==> src/rtl/pool_layer_mm.sv <==
// Streaming per-channel max/average pooling over non-overlapping kernel_dim x kernel_dim
// windows; one result vector per completed window, handed downstream with backpressure.
module pool_layer_mm #(
  parameter int input_channels       = 6,
  parameter int img_width            = 24,
  parameter int kernel_dim           = 2,
  parameter int datatype_size        = 4,
  parameter int output_datatype_size = 4
) (
  input  logic                                                 clk,
  input  logic                                                 rst,
  input  logic                                                 i_start,
  input  logic                                                 i_mode,
  input  logic                                                 i_ibuf_we,
  input  logic [input_channels-1:0][datatype_size-1:0]         i_ibuf_wr_data,
  input  logic                                                 i_next_busy,
  output logic                                                 o_busy,
  output logic                                                 o_func_valid,
  output logic [input_channels-1:0][output_datatype_size-1:0]  o_func_data,
  output logic                                                 o_done,
  output logic                                                 o_overflow
);
  localparam int KLOG  = $clog2(kernel_dim);
  localparam int SHIFT = 2 * KLOG;
  localparam int ACC_W = datatype_size + SHIFT;
  localparam int OUT_W = output_datatype_size;
  localparam int OW    = img_width / kernel_dim;
  localparam int CW    = $clog2(img_width + 1);
  localparam int WIN_W = (OW > 1) ? $clog2(OW) : 1;

  localparam logic [CW-1:0] LAST    = CW'(img_width - 1);
  localparam logic [CW-1:0] VAL_END = CW'(OW * kernel_dim);
  localparam logic [CW-1:0] KMASK   = CW'(kernel_dim - 1);

  typedef enum logic [1:0] {IDLE, RUN, FLUSH} state_e;

  state_e           state_q;
  logic [CW-1:0]    row_q, col_q;
  logic             avg_q;
  logic [ACC_W-1:0] acc_q [OW][input_channels];

  logic                                 accept, consume;
  logic                                 in_region, win_first, win_last, frame_last;
  logic [WIN_W-1:0]                     win_idx;
  logic [ACC_W-1:0]                     acc_d [input_channels];
  logic [input_channels-1:0][OUT_W-1:0] res_d;

  assign o_busy     = (state_q == RUN) & o_func_valid & i_next_busy;
  assign accept     = (state_q == RUN) & i_ibuf_we & ~o_busy;
  assign consume    = o_func_valid & ~i_next_busy;
  assign in_region  = (row_q < VAL_END) && (col_q < VAL_END);
  assign win_first  = ((row_q & KMASK) == '0) && ((col_q & KMASK) == '0);
  assign win_last   = ((row_q & KMASK) == KMASK) && ((col_q & KMASK) == KMASK);
  assign frame_last = (row_q == LAST) && (col_q == LAST);
  assign win_idx    = WIN_W'(col_q >> KLOG);

  // NOTE: acc_d/res_d get a value on every path through the loop, so no latch is inferred.
  always_comb begin
    for (int c = 0; c < input_channels; c++) begin
      acc_d[c] = ACC_W'(i_ibuf_wr_data[c]);
      if (!win_first) begin
        if (avg_q) acc_d[c] = acc_q[win_idx][c] + ACC_W'(i_ibuf_wr_data[c]);
        else if (acc_q[win_idx][c] > acc_d[c]) acc_d[c] = acc_q[win_idx][c];
      end
      res_d[c] = avg_q ? OUT_W'(acc_d[c] >> SHIFT) : OUT_W'(acc_d[c]);
    end
  end

  // NOTE: state is updated only with <= so every read in this block sees pre-edge values.
  always_ff @(posedge clk or negedge rst) begin
    if (!rst) begin
      state_q      <= IDLE;
      row_q        <= '0;
      col_q        <= '0;
      avg_q        <= 1'b0;
      o_func_valid <= 1'b0;
      o_func_data  <= '0;
      o_done       <= 1'b0;
      o_overflow   <= 1'b0;
      // NOTE: the accumulator array is small and must read as zero after reset, so it is reset.
      for (int w = 0; w < OW; w++)
        for (int c = 0; c < input_channels; c++)
          acc_q[w][c] <= '0;
    end else begin
      o_done <= 1'b0;
      if (consume) o_func_valid <= 1'b0;

      if (i_start) begin
        state_q      <= RUN;
        row_q        <= '0;
        col_q        <= '0;
        avg_q        <= i_mode;
        o_func_valid <= 1'b0;
        o_overflow   <= 1'b0;
        for (int w = 0; w < OW; w++)
          for (int c = 0; c < input_channels; c++)
            acc_q[w][c] <= '0;
      end else begin
        case (state_q)
          RUN: begin
            if (i_ibuf_we && o_busy) o_overflow <= 1'b1;
            if (accept) begin
              if (in_region) begin
                for (int c = 0; c < input_channels; c++) acc_q[win_idx][c] <= acc_d[c];
                if (win_last) begin
                  o_func_data  <= res_d;
                  o_func_valid <= 1'b1;
                end
              end
              if (col_q == LAST) begin
                col_q <= '0;
                row_q <= row_q + 1'b1;
              end else begin
                col_q <= col_q + 1'b1;
              end
              if (frame_last) state_q <= FLUSH;
            end
          end
          FLUSH: begin
            // Frame ends once the last result has left (or nothing was pending).
            if (!o_func_valid || consume) begin
              o_done  <= 1'b1;
              state_q <= IDLE;
            end
          end
          default: ;
        endcase
      end
    end
  end
endmodule
==> config.mk <==
export PLATFORM = sky130hd
export DESIGN_NAME = pool_layer_mm
export DESIGN_NICKNAME = d
export VERILOG_FILES = /design/src/rtl/pool_layer_mm.sv
export SDC_FILE = /design/constraint.sdc
export NUM_CORES = 1
export LEC_CHECK = 0
export ABC_AREA = 1
export CORE_MARGIN = 4
export CORE_UTILIZATION = 44
export DETAILED_ROUTE_END_ITERATION = 7
export MAX_ROUTING_LAYER = met4
export PLACE_DENSITY = 0.57
export SYNTH_ARGS = -nofsm -noshare
export SYNTH_HDL_FRONTEND = slang
export SYNTH_SLANG_ARGS = --single-unit
==> constraint.sdc <==
create_clock -name clk -period 4.1 [get_ports clk]
set_clock_uncertainty 0.15 [all_clocks]
set_input_delay 0.615 -clock clk [delete_from_list [all_inputs] [get_ports clk]]
set_output_delay 0.615 -clock clk [all_outputs]
set_load 0.01 [all_outputs]
==> run_results.csv <==
group,metric,value,unit
status,outcome,"complete, no violations",
final_layout,seqCellArea,11800,um^2
clocking,cts-htree-levels,2,
detailed_routing,drc_errors,0,
global_routing,top_usage_layer,"met2",
power,p_sw_share,29.1,%
clocking,cts_max_path_buffers,3,
logic_synthesis,synthTopCellsByArea,"dfrtp_1, nand2_1, o22ai_1",
setup_path,worstPathMaxFanout,13,
setup_path,r2r_setup_slack,0.25,ns
final_layout,utilization,51.5,%
sta,maxSlewViolCount,0,
global_routing,use_met3,4.14,%
setup_path,crit_chain,"buf_4, inv_2, buf_4, nand2_8, buf_4, o22ai_1, nor2_1, nor2_1, nor2_2, inv_1, ha_1, fa_1, nand2_1, nand2_1, nand2_1, a21oi_1, o21ai_0, buf_4, o21ai_0",
detailed_routing,vias,21767,
detailed_routing,firstDrtPassIters,6,
power,p_switching,3420,uW
final_layout,multi_input_area,9830,um^2
detailed_routing,drt_iter0_drc,2192,
final_layout,nFillCells,5162,
detailed_routing,wl,83700,um
setup_path,ff2ff_path_depth,19,
floorplan,rows,85,
clocking,clkLatencyLatePin,0.62,ns
final_layout,area_growth,15.7,%
clocking,cts_buffers,52,
logic_synthesis,synth_area,23900,um^2
setup_path,path_class,"flop to flop",
logic_synthesis,syn-num-nets,3061,
sta,fin_ws,0.247,ns
job,cap_violations,0,
placement,placed_cell_area,25800,um^2
sta,totalNegativeSetupSlack,0,ns
sta,period_minus_slack,3.85,ns
final_layout,num_antenna_cells,0,
logic_synthesis,yosysTopAreaCellShare,49.3,%
detailed_routing,wl_per_cell,22.3,um
logic_synthesis,ys_seq_elements,472,
setup_path,endpoint,"acc_q[250]",
final_layout,fin_nets,3104,
power,power_frac_comb,17.5,%
detailed_routing,routed_via_density,5.80,
floorplan,start_util,44.5,%
floorplan,die_h,241,um
sta,hold_violations,0,
power,p_per_area,424,nW/um^2
logic_synthesis,ys.warnings.count,0,
global_routing,grt_usage,29.5,%
setup_path,cp_common_cell,"buf_4",
final_layout,final_area,27700,um^2
sta,max_slew_margin,36.0,%
logic_synthesis,synthDistinctLibCells,35,
setup_path,crit_required,4.42,ns
clocking,cts_tree,"done",
global_routing,grt_pass1_wl,128000,um
global_routing,use_met1,39.8,%
setup_path,r2r-end,"acc_q[250]",
placement,pre_cts_slack,0.0273,ns
setup_path,setup.worst_path.end_class,"flop",
clocking,root_buffer,"clkbuf_16",
setup_path,max_stage_delay,0.43,ns
final_layout,drive_above_1_share,9.77,%
power,internal-power,8340,uW
sta,worst_pin_slew,0.960,ns
sta,fmaxAchievable,0.260,GHz
setup_path,slowest_stage,"fa_1",
placement,io_buffers,57,
global_routing,grt_util_met2,45.7,%
detailed_routing,postRouteAntennaNets,0,
global_routing,grt_pass1_vias,21399,
placement,routabilityCongestion,0.875,
floorplan,coreArea,53800,um^2
sta,setup_violations,0,
setup_path,r2r-start,"col_q[1]",
global_routing,grt_start_max_net_pins,115,
global_routing,antenna_found_initial,1,
setup_path,critPathLaunch,"col_q[1]",
placement,post-dp-hpwl,52700,um
setup_path,cp-start-kind,"flop",
power,leakage,0.0131,uW
logic_synthesis,netlist_instances,2975,
power,seq_power_share,41.4,%
min_path,hold_class,"flop to flop",
logic_synthesis,synth_area_leader_cell,"dfrtp_1",
clocking,cts.clk_slew.worst_paths,0.07,ns
logic_synthesis,synth_seq_area_share,49.3,%
clocking,clock-sinks,472,
sta,finalCritPeriodShare,94.0,%
power,pwr-share-clk,41.1,%
floorplan,ios,58,
setup_path,arrival,4.17,ns
power,peakVddDrop,0.314,mV
floorplan,dieArea,58200,um^2
sta,rsz0062_at_grt,"false",
logic_synthesis,avgSynthCellArea,8.05,um^2
global_routing,grt-ovfl-total,0,
floorplan,fp.dieW,241,um
==> critical path: cells and delay by family, from the launching register on <==
kind / cells / cell delay (ns)
buffers and inverters: 6 / 1.12
and+or+nand+nor: 7 / 0.81
adders and majority gates: 2 / 0.65
AOI/OAI and AO/OA: 4 / 0.56
DFF: 1 / 0.38
==> through the flow <==
stage / instances / hold slack, ns / total power [uW]
3_3_place_gp: 3653 / 0.315 / 6970
3_5_place_dp: 3653 / 0.314 / 6980
5_1_grt: 3755 / 0.351 / 12200
4_1_cts: 3749 / 0.329 / 11800
2_1_floorplan: 2975 / 0.169 / 6020
6_report: 3755 / 0.328 / 11800
==> layout make-up <==
type,instances,share of cell area [%]
Timing Repair Buffer,198,7.38
Sequential cell,472,42.6
Inverter,362,4.95
Clock inverter,23,0.858
Multi-Input combinational cell,1932,35.5
Tap cell,696,3.14
Clock buffer,72,5.55
==> worst min-delay path by stage <==
stage | startpoint | end | slack (ns) | cells after the start
2_1_floorplan | rst | acc_q[0] | 0.17 | 0
3_3_place_gp | o_func_data[3] | o_func_data[3] | 0.31 | 2
3_5_place_dp | o_func_data[1] | o_func_data[1] | 0.31 | 2
4_1_cts | o_func_data[13] | o_func_data[13] | 0.33 | 2
5_1_grt | o_func_data[3] | o_func_data[3] | 0.35 | 2
6_report | o_func_data[13] | o_func_data[13] | 0.33 | 2
==> power by group through the flow <==
stage | Clock (uW) | Sequential [uW] | Combinational [uW]
global route | 5080 | 4880 | 2250
detailed placement | 0 | 4960 | 2030
finish | 4830 | 4870 | 2050
floorplan | 0 | 4980 | 1040
global placement | 0 | 4950 | 2020
CTS | 4910 | 4870 | 2040
==> Yosys cell counts <==
library cell  instances
clkinv_1              2
nand2_1             594
o32ai_1               1
o21ai_1              79
o22ai_1             312
nand2_4               3
nor2_2               16
buf_2                72
buf_6                 4
nand3_2               8
a211oi_1              1
buf_4                24
nor2_4                7
a22oi_1              36
clkbuf_1             91
nor2_1              219
o21bai_1              6
nor3_1                9
nand3_1             289
inv_2                 8
or2_2                 2
xor2_1                1
o211ai_1              2
or2_0                 2
dfrtp_1             472
nand2_2               5
a21oi_1              98
nor4_1                1
inv_4                 1
ha_1                 50
buf_1                19
o21ai_0             182
inv_1               351
o22ai_2               2
fa_1                  6
==> sequential cells by signal, indices dropped and copies added (netlist names) <==
register      flops
o_func_data      24
avg_q             1
o_overflow        1
o_done            1
col_q             5
o_func_valid      1
acc_q           432
row_q             5
state_q           2
==> kinds of logic after synthesis <==
family                   share of synthesized area (%)
buffers and inverters                             9.86
AND/OR/NAND/NOR                                   20.5
adder cells (fa/ha/maj)                           3.11
XOR/XNOR                                        0.0366
flip-flops                                        49.3
AO/OA/AOI/OAI                                     17.2
==> timing repair <==
action,in CTS,in global routing
endpoints found under the hold margin,49,0
pin swaps,0,2
gates cloned,0,1
hold buffers,1,0
gates resized for setup,1,20
endpoints found under the setup margin,3,435
buffers inserted,0,5
==> cells in the final DEF, fill, tap and decap left out, types with 16 or more instances in the layout <==
| master | n |
|---|---|
| ha_1 | 49 |
| clkbuf_8 | 16 |
| clkdlybuf4s50_1 | 56 |
| nor2_2 | 18 |
| buf_12 | 32 |
| clkbuf_16 | 52 |
| buf_4 | 106 |
| o21ai_0 | 177 |
| o21ai_1 | 84 |
| o22ai_1 | 312 |
| a21oi_1 | 98 |
| nand2_1 | 590 |
| nor2_1 | 214 |
| a22oi_1 | 36 |
| dfrtp_1 | 469 |
| nand3_1 | 289 |
| inv_1 | 351 |
==> per-layer routing <==
metal / up-vias / wire length (um) / part of all wire, %
met3: 178 / 5960 / 7.1
met1: 10741 / 35800 / 43
met5: - / 0 / 0
met2: 855 / 38600 / 46
met4: 0 / 3320 / 4.0
li1: 9993 / - / -
Power figures use the tool's default switching activity.
